<file path="src/rtl/lcd_timing_pkg.sv">
// Shared types, defaults and pixel helpers for the LCD timing generator.
// Default timing matches the original 480x272 panel.
package lcd_timing_pkg;

  typedef enum logic [1:0] {
    IDLE     = 2'd0,
    WAIT_SOF = 2'd1,
    RUN      = 2'd2
  } lcd_state_t;

  localparam bit PIX_FMT_RGB888 = 1'b0;
  localparam bit PIX_FMT_RGB565 = 1'b1;

  localparam int DEF_H_ACTIVE = 480;
  localparam int DEF_H_FP     = 2;
  localparam int DEF_H_SYNC   = 41;
  localparam int DEF_H_BP     = 2;
  localparam int DEF_V_ACTIVE = 272;
  localparam int DEF_V_FP     = 2;
  localparam int DEF_V_SYNC   = 10;
  localparam int DEF_V_BP     = 2;
  localparam int DEF_CNT_W    = 11;

  // Each field is widened by repeating its top bits so full-scale stays full-scale.
  function automatic logic [23:0] rgb565_to_888(input logic [15:0] d);
    return {d[15:11], d[15:13], d[10:5], d[10:9], d[4:0], d[4:2]};
  endfunction

endpackage

</file>
<file path="src/rtl/lcd_hv_counter.sv">
// Horizontal/vertical raster counters with region decode.
// Region order on both axes: active, front porch, sync, back porch.
module lcd_hv_counter
  import lcd_timing_pkg::*;
#(
  parameter int H_ACTIVE = DEF_H_ACTIVE,
  parameter int H_FP     = DEF_H_FP,
  parameter int H_SYNC   = DEF_H_SYNC,
  parameter int H_BP     = DEF_H_BP,
  parameter int V_ACTIVE = DEF_V_ACTIVE,
  parameter int V_FP     = DEF_V_FP,
  parameter int V_SYNC   = DEF_V_SYNC,
  parameter int V_BP     = DEF_V_BP,
  parameter int CNT_W    = DEF_CNT_W
) (
  input  logic             i_clk,
  input  logic             i_rst,
  input  logic             i_clr,
  output logic [CNT_W-1:0] o_h_cnt,
  output logic [CNT_W-1:0] o_v_cnt,
  output logic             o_active,
  output logic             o_hsync,
  output logic             o_vsync,
  output logic             o_frame_start,
  output logic             o_framesync
);

  localparam int H_TOTAL  = H_ACTIVE + H_FP + H_SYNC + H_BP;
  localparam int V_TOTAL  = V_ACTIVE + V_FP + V_SYNC + V_BP;
  localparam int HS_START = H_ACTIVE + H_FP;
  localparam int HS_END   = HS_START + H_SYNC;
  localparam int VS_START = V_ACTIVE + V_FP;
  localparam int VS_END   = VS_START + V_SYNC;

  localparam logic [CNT_W-1:0] H_LAST = CNT_W'(H_TOTAL - 1);
  localparam logic [CNT_W-1:0] V_LAST = CNT_W'(V_TOTAL - 1);

  logic [CNT_W-1:0] r_h_cnt;
  logic [CNT_W-1:0] r_v_cnt;

  always_ff @(posedge i_clk or posedge i_rst) begin
    if (i_rst) begin
      r_h_cnt <= '0;
      r_v_cnt <= '0;
    end else if (i_clr) begin
      r_h_cnt <= '0;
      r_v_cnt <= '0;
    end else if (r_h_cnt == H_LAST) begin
      r_h_cnt <= '0;
      r_v_cnt <= (r_v_cnt == V_LAST) ? '0 : r_v_cnt + 1'b1;
    end else begin
      r_h_cnt <= r_h_cnt + 1'b1;
    end
  end

  assign o_h_cnt       = r_h_cnt;
  assign o_v_cnt       = r_v_cnt;
  assign o_active      = (r_h_cnt < CNT_W'(H_ACTIVE)) && (r_v_cnt < CNT_W'(V_ACTIVE));
  assign o_hsync       = (r_h_cnt >= CNT_W'(HS_START)) && (r_h_cnt < CNT_W'(HS_END));
  assign o_vsync       = (r_v_cnt >= CNT_W'(VS_START)) && (r_v_cnt < CNT_W'(VS_END));
  assign o_frame_start = (r_h_cnt == '0) && (r_v_cnt == '0);
  assign o_framesync   = (r_h_cnt == '0) && (r_v_cnt == CNT_W'(V_ACTIVE));

endmodule

</file>
<file path="src/rtl/lcd_axis_timing_gen.sv">
// LCD timing generator with an AXI4-Stream pixel sink: SOF alignment, underflow
// and misalignment recovery, and a registered pin stage aligned to the counters.
module lcd_axis_timing_gen
  import lcd_timing_pkg::*;
#(
  parameter int H_ACTIVE = DEF_H_ACTIVE,
  parameter int H_FP     = DEF_H_FP,
  parameter int H_SYNC   = DEF_H_SYNC,
  parameter int H_BP     = DEF_H_BP,
  parameter int V_ACTIVE = DEF_V_ACTIVE,
  parameter int V_FP     = DEF_V_FP,
  parameter int V_SYNC   = DEF_V_SYNC,
  parameter int V_BP     = DEF_V_BP,
  parameter bit HS_POL   = 1'b0,
  parameter bit VS_POL   = 1'b0,
  parameter bit PIX_FMT  = PIX_FMT_RGB888,
  parameter int CNT_W    = DEF_CNT_W
) (
  input  logic             lcd_pixel_clk,
  input  logic             rst,
  input  logic             lcd_en,
  input  logic             underflow_clr,
  input  logic [31:0]      axis_tdata,
  input  logic             axis_tvalid,
  output logic             axis_tready,
  input  logic             axis_tuser,
  input  logic             axis_tlast,
  output logic             lcd_hs,
  output logic             lcd_vs,
  output logic             lcd_de,
  output logic [23:0]      lcd_rgb,
  output logic             lcd_framesync,
  output logic [CNT_W-1:0] lcd_xpos,
  output logic [CNT_W-1:0] lcd_ypos,
  output logic             underflow,
  output logic [15:0]      err_cnt
);

  localparam logic [CNT_W-1:0] X_LAST = CNT_W'(H_ACTIVE - 1);

  lcd_state_t       r_state;
  lcd_state_t       w_state_next;
  logic             w_running;
  logic [CNT_W-1:0] w_h_cnt;
  logic [CNT_W-1:0] w_v_cnt;
  logic             w_active;
  logic             w_hsync;
  logic             w_vsync;
  logic             w_frame_start;
  logic             w_framesync;
  logic             w_tready;
  logic             w_show;
  logic             w_uf_err;
  logic             w_eol_err;
  logic             w_any_err;
  logic [23:0]      w_pix;
  logic             w_unused_tdata;

  logic             r_hs;
  logic             r_vs;
  logic             r_de;
  logic [23:0]      r_rgb;
  logic             r_framesync;
  logic [CNT_W-1:0] r_xpos;
  logic [CNT_W-1:0] r_ypos;
  logic             r_underflow;
  logic [15:0]      r_err_cnt;

  // Counters idle at the origin whenever the generator is not running.
  assign w_running = lcd_en && (r_state != IDLE);

  lcd_hv_counter #(
    .H_ACTIVE (H_ACTIVE),
    .H_FP     (H_FP),
    .H_SYNC   (H_SYNC),
    .H_BP     (H_BP),
    .V_ACTIVE (V_ACTIVE),
    .V_FP     (V_FP),
    .V_SYNC   (V_SYNC),
    .V_BP     (V_BP),
    .CNT_W    (CNT_W)
  ) u_hv_counter (
    .i_clk         (lcd_pixel_clk),
    .i_rst         (rst),
    .i_clr         (!w_running),
    .o_h_cnt       (w_h_cnt),
    .o_v_cnt       (w_v_cnt),
    .o_active      (w_active),
    .o_hsync       (w_hsync),
    .o_vsync       (w_vsync),
    .o_frame_start (w_frame_start),
    .o_framesync   (w_framesync)
  );

  generate
    if (PIX_FMT == PIX_FMT_RGB565) begin : g_rgb565
      assign w_pix = rgb565_to_888(axis_tdata[15:0]);
    end else begin : g_rgb888
      assign w_pix = axis_tdata[23:0];
    end
  endgenerate

  assign w_unused_tdata = ^axis_tdata;

  always_ff @(posedge lcd_pixel_clk or posedge rst) begin
    if (rst) r_state <= IDLE;
    else     r_state <= w_state_next;
  end

  always_comb begin
    w_state_next = r_state;
    w_tready     = 1'b0;
    w_show       = 1'b0;
    w_uf_err     = 1'b0;
    w_eol_err    = 1'b0;
    if (!lcd_en) begin
      w_state_next = IDLE;
    end else begin
      case (r_state)
        IDLE: w_state_next = WAIT_SOF;
        WAIT_SOF: begin
          // Flush stale beats; a SOF beat waits at the head until the origin.
          w_tready = w_frame_start || !axis_tuser;
          if (w_frame_start && axis_tvalid && axis_tuser) begin
            w_show       = 1'b1;
            w_state_next = RUN;
          end
        end
        RUN: begin
          if (w_active) begin
            if (!axis_tvalid) begin
              w_tready     = 1'b1;
              w_uf_err     = 1'b1;
              w_state_next = WAIT_SOF;
            end else if (axis_tuser && !w_frame_start) begin
              w_uf_err     = 1'b1;
              w_state_next = WAIT_SOF;
            end else begin
              w_tready  = 1'b1;
              w_show    = 1'b1;
              w_eol_err = axis_tlast != (w_h_cnt == X_LAST);
            end
          end
        end
        default: w_state_next = IDLE;
      endcase
    end
  end

  assign w_any_err   = w_uf_err || w_eol_err;
  assign axis_tready = w_tready;

  always_ff @(posedge lcd_pixel_clk or posedge rst) begin
    if (rst) begin
      r_hs        <= ~HS_POL;
      r_vs        <= ~VS_POL;
      r_de        <= 1'b0;
      r_rgb       <= '0;
      r_framesync <= 1'b0;
      r_xpos      <= '0;
      r_ypos      <= '0;
    end else begin
      r_hs        <= (w_running && w_hsync) ? HS_POL : ~HS_POL;
      r_vs        <= (w_running && w_vsync) ? VS_POL : ~VS_POL;
      r_de        <= w_running && w_active;
      r_rgb       <= w_show ? w_pix : '0;
      r_framesync <= w_running && w_framesync;
      r_xpos      <= (w_running && w_active) ? w_h_cnt : '0;
      r_ypos      <= (w_running && w_active) ? w_v_cnt : '0;
    end
  end

  // A clear arriving with a fresh error keeps that error visible.
  always_ff @(posedge lcd_pixel_clk or posedge rst) begin
    if (rst) begin
      r_underflow <= 1'b0;
      r_err_cnt   <= '0;
    end else if (underflow_clr) begin
      r_underflow <= w_uf_err;
      r_err_cnt   <= w_any_err ? 16'd1 : 16'd0;
    end else begin
      if (w_uf_err) r_underflow <= 1'b1;
      if (w_any_err && (r_err_cnt != 16'hFFFF)) r_err_cnt <= r_err_cnt + 16'd1;
    end
  end

  assign lcd_hs        = r_hs;
  assign lcd_vs        = r_vs;
  assign lcd_de        = r_de;
  assign lcd_rgb       = r_rgb;
  assign lcd_framesync = r_framesync;
  assign lcd_xpos      = r_xpos;
  assign lcd_ypos      = r_ypos;
  assign underflow     = r_underflow;
  assign err_cnt       = r_err_cnt;

endmodule
</file>
<file path="config.mk">
export PLATFORM = sky130hd
export DESIGN_NAME = lcd_axis_timing_gen
export DESIGN_NICKNAME = d
export VERILOG_FILES = /design/src/rtl/lcd_timing_pkg.sv /design/src/rtl/lcd_hv_counter.sv /design/src/rtl/lcd_axis_timing_gen.sv
export SDC_FILE = /design/constraint.sdc
export NUM_CORES = 1
export LEC_CHECK = 0
export CORE_AREA = 2 2 101 103
export CTS_CLUSTER_DIAMETER = 50
export DETAILED_ROUTE_END_ITERATION = 12
export DIE_AREA = 0 0 103 105
export PLACE_DENSITY = 0.85
export RECOVER_POWER = 25
export REMOVE_ABC_BUFFERS = 1
export SYNTH_ARGS = -nofsm -noshare
export SYNTH_HDL_FRONTEND = slang
export SYNTH_HIERARCHICAL = 1
export SYNTH_SLANG_ARGS = --single-unit
</file>
<file path="constraint.sdc">
create_clock -name lcd_pixel_clk -period 5.75 [get_ports lcd_pixel_clk]
set_clock_uncertainty 0.2 [all_clocks]
set_input_delay 0.575 -clock lcd_pixel_clk [delete_from_list [all_inputs] [get_ports lcd_pixel_clk]]
set_output_delay 0.575 -clock lcd_pixel_clk [all_outputs]
set_load 0.02 [all_outputs]
</file>
# --- Word level (Yosys, flattened, before mapping) ---
# Cells that the tools add are included.
word_totals:
  output_inout_bits: 68
  regBits: 91
  input_bits: 39
  wordCells: 99
op_classes:
  magnitude_cmp: 6
  addsub: 3
  n_eq_ne: 12
  reduce_logical: 25
  muxes: 41
op_table:
  columns: ["operator", "n"]
  rows:
  - ["2-to-1 mux 11 bit", 7]
  - ["== test 11 x 9 -> 1 bit (second input constant)", 3]
  - ["< comparator 11 x 9 -> 1 bit (second input constant)", 3]
  - ["2-to-1 mux 16 bit", 2]
  - ["2-to-1 mux 24 bit", 1]
  - ["2-to-1 mux 1 bit", 23]
  - ["adder 11 x 1 -> 11 bit (second input constant)", 2]
  - ["greater-or-equal comparator 11 x 9 -> 1 bit (second input constant)", 2]
  - ["zero test 11 bit", 2]
  - ["adder 16 x 1 -> 16 bit (second input constant)", 1]
  - ["!= test 16 bit (second input constant)", 1]
  - ["logical AND 1 bit", 14]
  - ["== test 11 x 10 -> 1 bit (second input constant)", 1]
  - ["< comparator 11 x 10 -> 1 bit (second input constant)", 1]
  - ["2-to-1 mux 2 bit", 5]
  - ["!= test 3 bit (second input constant)", 2]
  - ["one-hot mux 2 bit (3 select lines)", 1]
  - ["nonzero test 2 bit", 3]
  - ["!= test 4 bit (second input constant)", 1]
  - ["one-hot mux 1 bit (2 select lines)", 2]
  - ["AND reduction 3 bit", 1]
  - ["== test 2 x 1 -> 1 bit (second input constant)", 1]
  - ["== test 2 bit (second input constant)", 1]
  - ["zero test 1 bit", 2]
  - ["other kinds (4)", 5]

# --- Depth between registers and ports, before layout ---
# Gate-level depths: netlist of the first run.
logic_depth:
  ltp_word: 13
  ltp_mapped: 12

# --- Hierarchy ---
# Netlist of the first run, hierarchy kept.
modules_own_cells:
  columns: ["mod", "n_inst", "seq_area_each_um2", "cells_each", "area_each_um2"]
  rows:
  - ["lcd_axis_timing_gen", 1, 1729.2, 255, 2950.3]
  - ["lcd_hv_counter", 1, 550.5, 147, 1361.3]

# --- Least setup slack after synthesis of the first run ---
# No wires, ideal clock.
synth_path:
  path_type: "reg2out"
  from: "reg u_hv_counter.r_h_cnt[1], in the netlist u_hv_counter/o_h_cnt[1]"
  to: "out axis_tready"
  required_ns: 4.975
  path_slack_ns: 2.771
  t_arrival_ns: 2.204
  stages_incl_launch_ff: 9
  path_cell_list: "dfrtp_1 -> inv_1 -> ha_1 -> nor4b_4 -> nand4_1 -> nor3_1 -> nand2b_1 -> a22oi_1 -> a211oi_1"
synth_via:
  elab_chain_cells: 9
  word_cells_on_any_way: 12
  classes_between: "order compare: 1; mux: 5; reduce/logical: 6"
synth_rtl:
  columns: ["element", "line_no", "rtl"]
  rows:
  - ["start: declaration", "lcd_hv_counter.sv:38", "logic [CNT_W-1:0] r_h_cnt;"]
  - ["start signal: assignment", "lcd_hv_counter.sv:52", "r_h_cnt <= r_h_cnt + 1'b1;"]
  - ["zero test 11 bit (*)", "lcd_hv_counter.sv:61", "assign o_frame_start = (r_h_cnt == '0) && (r_v_cnt == '0);"]
  - ["logical AND 1 bit (*)", "lcd_hv_counter.sv:61", null]
  - ["via w_frame_start", "lcd_axis_timing_gen.sv:49", "logic w_frame_start;"]
  - ["zero test 1 bit", "lcd_axis_timing_gen.sv:135", "end else if (axis_tuser && !w_frame_start) begin"]
  - ["logical AND 1 bit", "lcd_axis_timing_gen.sv:135", null]
  - ["2-to-1 mux 1 bit", "lcd_axis_timing_gen.sv:135", null]
  - ["2-to-1 mux 1 bit", "lcd_axis_timing_gen.sv:131", "if (!axis_tvalid) begin"]
  - ["2-to-1 mux 1 bit", "lcd_axis_timing_gen.sv:130", "if (w_active) begin"]
  - ["one-hot mux 1 bit (2 select lines) (*)", "lcd_axis_timing_gen.sv:119", "case (r_state)"]
  - ["2-to-1 mux 1 bit (*)", "lcd_axis_timing_gen.sv:116", "if (!lcd_en) begin"]
  - ["end: declaration", "lcd_axis_timing_gen.sv:25", "output logic axis_tready,"]
# The timed path passes the listed nets; every way through them passes the cells marked *.

# --- Worst setup path in the final report of the first run ---
# Ends and elaborated chain as after synthesis.

==> summary.txt, run 1 <==
number of synthesized flops with an enable pin: 0
Fin Setup TNS: 0 ns
simple-gate share of the synthesized area: 0.264
FILL cells: 811
Setup crit start kind: register
antenna violations before repair: 0
average wire per standard cell: 15.7 um
drt total wl: 9970 um
highest-count cells in the layout ignoring fill and taps: clkdlybuf4s50_1 (97), dfrtp_1 (89), and2_1 (31)
TritonCTS Buffers: 9
post-synth cell types: 55
P&R area growth vs syn: 30.9%
Adder-Cell Fraction of Synth Area: 0.0290
worst hold path type: reg -> reg
Peak VDD IR: 0.106 mV
fin crit share: 0.725
Yosys warnings: 6
Static Leakage: 2.45 nW
Worst EP arrival: 3.39 ns
Synth Area in XOR/XNOR: 0.0183
DRC viols: 0
# IOs: 107
Longest Clk Path Bufs: 2
Reg area: 2280 um2
CP Capture Type: primary output
Final ANT Viol Nets: 0
commonest non-fill, non-tap cell in the layout: clkdlybuf4s50_1
Reg clk slew, reported paths: 0.09 ns
Syn Area/Cell: 10.7 um2
FP Rows: 36
top_reg_cell synth: dfrtp_1
first-pass GRT wire length: 16300 um
CTS H-Tree Depth: 3
Worst R2R Setup Slack: 2.39 ns
Power Total: 0.00149 W
port bufs: 98
Min Hold Slack: 0.291 ns
antenna cells: 0
worst slew pin tran: 0.899 ns
Post-DP HPWL: 6910 um
Die ar.: 10800 um2
largest net degree at the start of global routing: 70
Vias: 3551
status: complete, no violations
Max-cap violations: 0
initial core utilization: 0.447
Tot GR Track Use: 0.190
Fmax: 240 MHz
Post-Syn Area: 4310 um2
Final Hold Vio Count: 0
Syn Inst Count: 402
area of the multi-input gates: 1880 um2
DP Area: 5400 um2
FF+latch count, synth: 91
CTS tree: yes
Post-CTS Setup Bufs: 0
critical path required time: 4.97 ns
Final Core Density: 0.585
Compound-Gate Fraction of Synth Area: 0.107
largest family of logic cells by synthesized area: simple AND/OR/NAND/NOR gates
PwrDens: 265 nW/um2
Final Setup Violations: 0
fin area: 5640 um2
relative slew slack: 0.400
nets: 546
DRT Pass-1 Iters: 5
root buffer cell: clkbuf_8
Die Wd: 103 um
DR vias/cell: 5.59
gr ovfl total: 0
layout cells sized above 1: 0.0817
Die Y: 105 um
initial DRC count: 196
clock sinks: 91
gpl congestion: 0.855
Slew Viols, Final: 0
post-synthesis sequential area ratio: 0.529
Core Region: 9640 um2
clk_lat worst skew: 0.36 ns
cells resized by post-CTS repair: 0
crit path kind: reg -> out
CP max FO: 8
Hold Buf Count CTS: 0
Post-synth ARST share: 1.00
RSZ-0062 raised after global routing: no
fin crit period: 4.17 ns
post-synthesis mux area share: 0.0160
vias in the first global route: 3376
-- final timing paths --
kind / from / end / depth (start not counted)
min: underflow$_DFFE_PP0P_ / underflow$_DFFE_PP0P_ / 1
max reg2reg: u_hv_counter/o_h_cnt[1]$_DFF_PP0_ / err_cnt[8]$_DFFE_PP0P_ / 10
min in group asynchronous: rst / u_hv_counter/o_v_cnt[4]$_DFFE_PP0P_ / 2
max: u_hv_counter/o_h_cnt[1]$_DFF_PP0_ / axis_tready / 9
max in group asynchronous: rst / r_state[1]$_DFFE_PP0P_ / 3
min reg2reg: underflow$_DFFE_PP0P_ / underflow$_DFFE_PP0P_ / 1
-- area by class of cell --
type | instances | share of cell area
inverters | 16 | 0.0106
repair buffers | 102 | 0.179
clock buffers | 9 | 0.0220
clock inverters | 7 | 0.0220
multi-input cells | 277 | 0.333
well taps | 133 | 0.0295
flip-flops and latches | 91 | 0.404
-- sequential cells by signal, indices dropped and copies added (netlist names) --
| signal | count |
|---|---|
| lcd_hs | 1 |
| r_state | 2 |
| u_hv_counter/o_h_cnt | 11 |
| lcd_rgb | 24 |
| u_hv_counter/o_v_cnt | 11 |
| lcd_framesync | 1 |
| underflow | 1 |
| lcd_de | 1 |
| lcd_ypos | 11 |
| err_cnt | 16 |
| lcd_xpos | 11 |
| lcd_vs | 1 |
-- power by group --
group          switching (W)  internal, W  total [W]
clock               0.000230     0.000292   0.000522
combinational       0.000175     0.000113   0.000288
sequential         0.0000206     0.000663   0.000684
total               0.000425      0.00107    0.00149
-- through the flow --
step,worst slack (ns),std cells
finish,1.58,635
global route,1.42,635
CTS,1.65,635
detailed placement,2.06,619
global placement,2.14,619
floorplan,2.38,384
-- cell families after synthesis --
logic type / after synthesis
AND/OR/NAND/NOR: 188
adder cells (fa/ha/maj): 10
buffers and inverters: 34
flip-flops: 91
AO/OA/AOI/OAI: 64
multiplexers: 6
XOR/XNOR: 9
-- Yosys cell counts, types with 5 or more instances --
library cell   n  area (um2)
nand2_1       18        67.6
or4_1         11        82.6
or3_1          5        31.3
and2_1        31         194
and3_1        27         169
o31ai_1       12        90.1
inv_1         16        60.1
nor3_1        11        55.1
xnor2_1        5        43.8
o21ai_0        7        35.0
dfrtp_1       89        2230
and4_1         6        52.6
clkbuf_1      12        45.0
nand4_1       11        68.8
nor2_1        23        86.3
a21oi_1       19        95.1
nand3_1       19        95.1
ha_1          10         125
-- layer usage --
layer	track usage	vias up	wire, um
li1	-	1649	-
met4	0.0893	0	236
met5	0	-	0
met1	0.236	1751	4080
met3	0.0308	18	513
met2	0.319	133	5140
-- worst max-delay path: stages, from the launching register on --
cell	delay (ns)
dfrtp_1	0.48
inv_1	0.12
ha_1	0.16
nor4b_4	0.34
nand4_1	0.21
nor3_1	0.41
nand2b_1	0.30
a22oi_1	0.11
a211oi_1	0.23
clkdlybuf4s50_1	0.67
No activity file was read; power rests on OpenSTA's default activity.
==> run 2: changes to the inputs <==
==> constraint.sdc (replaced) <==
create_clock -name lcd_pixel_clk -period 4.15 [get_ports lcd_pixel_clk]
set_clock_uncertainty 0.2 [all_clocks]
set_input_delay 0.415 -clock lcd_pixel_clk [delete_from_list [all_inputs] [get_ports lcd_pixel_clk]]
set_output_delay 0.415 -clock lcd_pixel_clk [all_outputs]
set_load 0.02 [all_outputs]
==> summary.txt, run 2 (same netlist as run 1, synthesis figures left out) <==
Vias: 3559 (was 3551)
worst hold path type: reg -> reg (unchanged)
grt met2 use: 0.325 (was 0.319)
CTS H-Tree Depth: 3 (unchanged)
antenna cells: 0 (unchanged)
Reg clk slew, reported paths: 0.09 ns (about the same)
reg-to-reg endpoint: err_cnt[8]$_DFFE_PP0P_ (unchanged)
P&R area growth vs syn: 29.9% (was 30.9%)
# IOs: 107 (unchanged)
max reg flops: 24 (unchanged)
most used routing layer: met2 (unchanged)
Die Y: 105 um (unchanged)
Setup crit start kind: register (unchanged)
Hold Buf Count CTS: 0 (unchanged)
clk_lat worst skew: 0.35 ns (was 0.36 ns)
Fin Setup TNS: 0 ns (unchanged)
DR vias/cell: 5.60 (was 5.59)
Longest Clk Path Bufs: 2 (unchanged)
Peak VDD IR: 0.149 mV (was 0.106 mV)
Max-cap violations: 0 (unchanged)
met3 Use GR: 0.0294 (was 0.0308)
initial core utilization: 0.447 (unchanged)
Reg power frac: 0.480 (was 0.458)
layout cells sized above 1: 0.0777 (was 0.0817)
Worst R2R Setup Slack: 0.93 ns (was 2.39 ns)
Post-CTS Setup Bufs: 0 (unchanged)
Final Core Density: 0.581 (was 0.585)
fin crit share: 0.938
r2r startpoint: u_hv_counter/o_h_cnt[1]$_DFF_PP0_ (unchanged)
net switching power: 0.000566 W (was 0.000425 W)
TritonCTS Buffers: 9 (unchanged)
root buffer cell: clkbuf_8 (unchanged)
worst slew pin tran: 1.19 ns (was 0.899 ns)
average wire per standard cell: 16.2 um (was 15.7 um)
gr ovfl total: 0 (unchanged)
critical path required time: 3.53 ns (was 4.97 ns)
Core Region: 9640 um2 (unchanged)
Tot GR Track Use: 0.192 (was 0.190)
Die Wd: 103 um (unchanged)
Power Total: 0.00198 W (was 0.00149 W)
FP Rows: 36 (unchanged)
drt total wl: 10300 um (was 9970 um)
Fmax: 257 MHz
Int Power: 0.00141 W (was 0.00107 W)
Final Setup Violations: 0 (unchanged)
FILL cells: 833 (was 811)
CP max FO: 8 (unchanged)
hold-critical path endpoint: underflow$_DFFE_PP0P_ (unchanged)
clock share of power: 0.320 (was 0.349)
CTS tree: yes (unchanged)
relative slew slack: 0.204 (was 0.400)
Min-Delay Startpoint: underflow$_DFFE_PP0P_ (unchanged)
Worst R2R Path Depth: 10 (unchanged)
crit path kind: reg -> out (unchanged)
M1 GR Usage: 0.235 (was 0.236)
combinational power share: 0.200 (was 0.193)
Worst EP arrival: 3.28 ns (was 3.39 ns)
largest net degree at the start of global routing: 40 (was 70)
DRT Pass-1 Iters: 4 (was 5)
port bufs: 98 (unchanged)
first-pass GRT wire length: 16300 um (about the same)
fin crit period: 3.89 ns
vias in the first global route: 3466 (was 3376)
antenna violations before repair: 0 (unchanged)
hold depth: 1 (unchanged)
Static Leakage: 2.43 nW (was 2.45 nW)
PwrDens: 353 nW/um2 (was 265 nW/um2)
Switching Share: 0.286 (was 0.285)
CP Capture Type: primary output (unchanged)
DRC viols: 0 (unchanged)
status: complete, no violations (unchanged)
nets: 546 (unchanged)
clock sinks: 91 (unchanged)
Die ar.: 10800 um2 (unchanged)
Final Hold Vio Count: 0 (unchanged)
Final ANT Viol Nets: 0 (unchanged)
RSZ-0062 raised after global routing: no (unchanged)
highest-count cells in the layout ignoring fill and taps: clkdlybuf4s50_1 (97), dfrtp_1 (89), and2_1 (31) (unchanged)
gpl congestion: 0.879 (was 0.855)
commonest non-fill, non-tap cell in the layout: clkdlybuf4s50_1 (unchanged)
Slew Viols, Final: 0 (unchanged)
initial DRC count: 175 (was 196)
Post-DP HPWL: 7180 um (was 6910 um)
[run 2: power groups by stage]
stage	combinational [W]	sequential [W]	clock (W)
2_1_floorplan	0.000210	0.000985	0
3_3_place_gp	0.000373	0.000962	0
3_5_place_dp	0.000392	0.000966	0
4_1_cts	0.000396	0.000948	0.000647
5_1_grt	0.000428	0.000953	0.000680
6_report	0.000396	0.000948	0.000632
[run 2: metrics by stage]
step,area (um2),setup WS (ns),hold WS (ns),cells
3_3_place_gp,5400,0.731,0.270,619
2_1_floorplan,4210,0.777,0.204,384
6_report,5600,0.259,0.290,635
5_1_grt,5600,0.0205,0.318,635
3_5_place_dp,5400,0.580,0.276,619
4_1_cts,5600,0.129,0.297,635
[run 2: worst max-delay path, cell delays in order, from the launching register on]
cell and delay, ns:
dfrtp_1 0.47, inv_1 0.12, ha_1 0.16, nor4b_4 0.34
nand4_1 0.21, nor3_2 0.32, nand2b_1 0.27, a22oi_1 0.10
a211oi_1 0.27, clkdlybuf4s50_1 0.66
[run 2: how the worst max path moves through the flow]
stage                                              startpoint                   end  slack, ns  cells after the start
after floorplan           u_hv_counter/o_v_cnt[5]$_DFFE_PP0P_  lcd_rgb[0]$_DFF_PP0_       0.78                      6
after global placement      u_hv_counter/o_h_cnt[1]$_DFF_PP0_           axis_tready       0.73                      9
after detailed placement    u_hv_counter/o_h_cnt[1]$_DFF_PP0_           axis_tready       0.58                      9
after CTS                   u_hv_counter/o_h_cnt[1]$_DFF_PP0_           axis_tready       0.13                      9
after global routing        u_hv_counter/o_h_cnt[1]$_DFF_PP0_           axis_tready       0.02                      9
final                       u_hv_counter/o_h_cnt[1]$_DFF_PP0_           axis_tready       0.26                      9
[run 2: layout make-up]
class	count	area [um2]	share of cell area
repair buffers	102	1000	0.179
well taps	133	166	0.0297
clock inverters	5	77.6	0.0138
flip-flops and latches	91	2280	0.407
multi-input cells	277	1880	0.336
clock buffers	11	131	0.0234
inverters	16	60.1	0.0107
[run 2: timing repair]
item                       in CTS  in global routing
gates resized for setup         0                  1
setup endpoints to repair       0                  1
hold endpoints to repair        0                  0
[run 2: layer usage]
layer  vias to the layer above  part of all wire
li1                       1644                 -
met1                      1764              0.40
met2                       130              0.53
met3                        21             0.048
met4                         0             0.023
met5                         -                 0
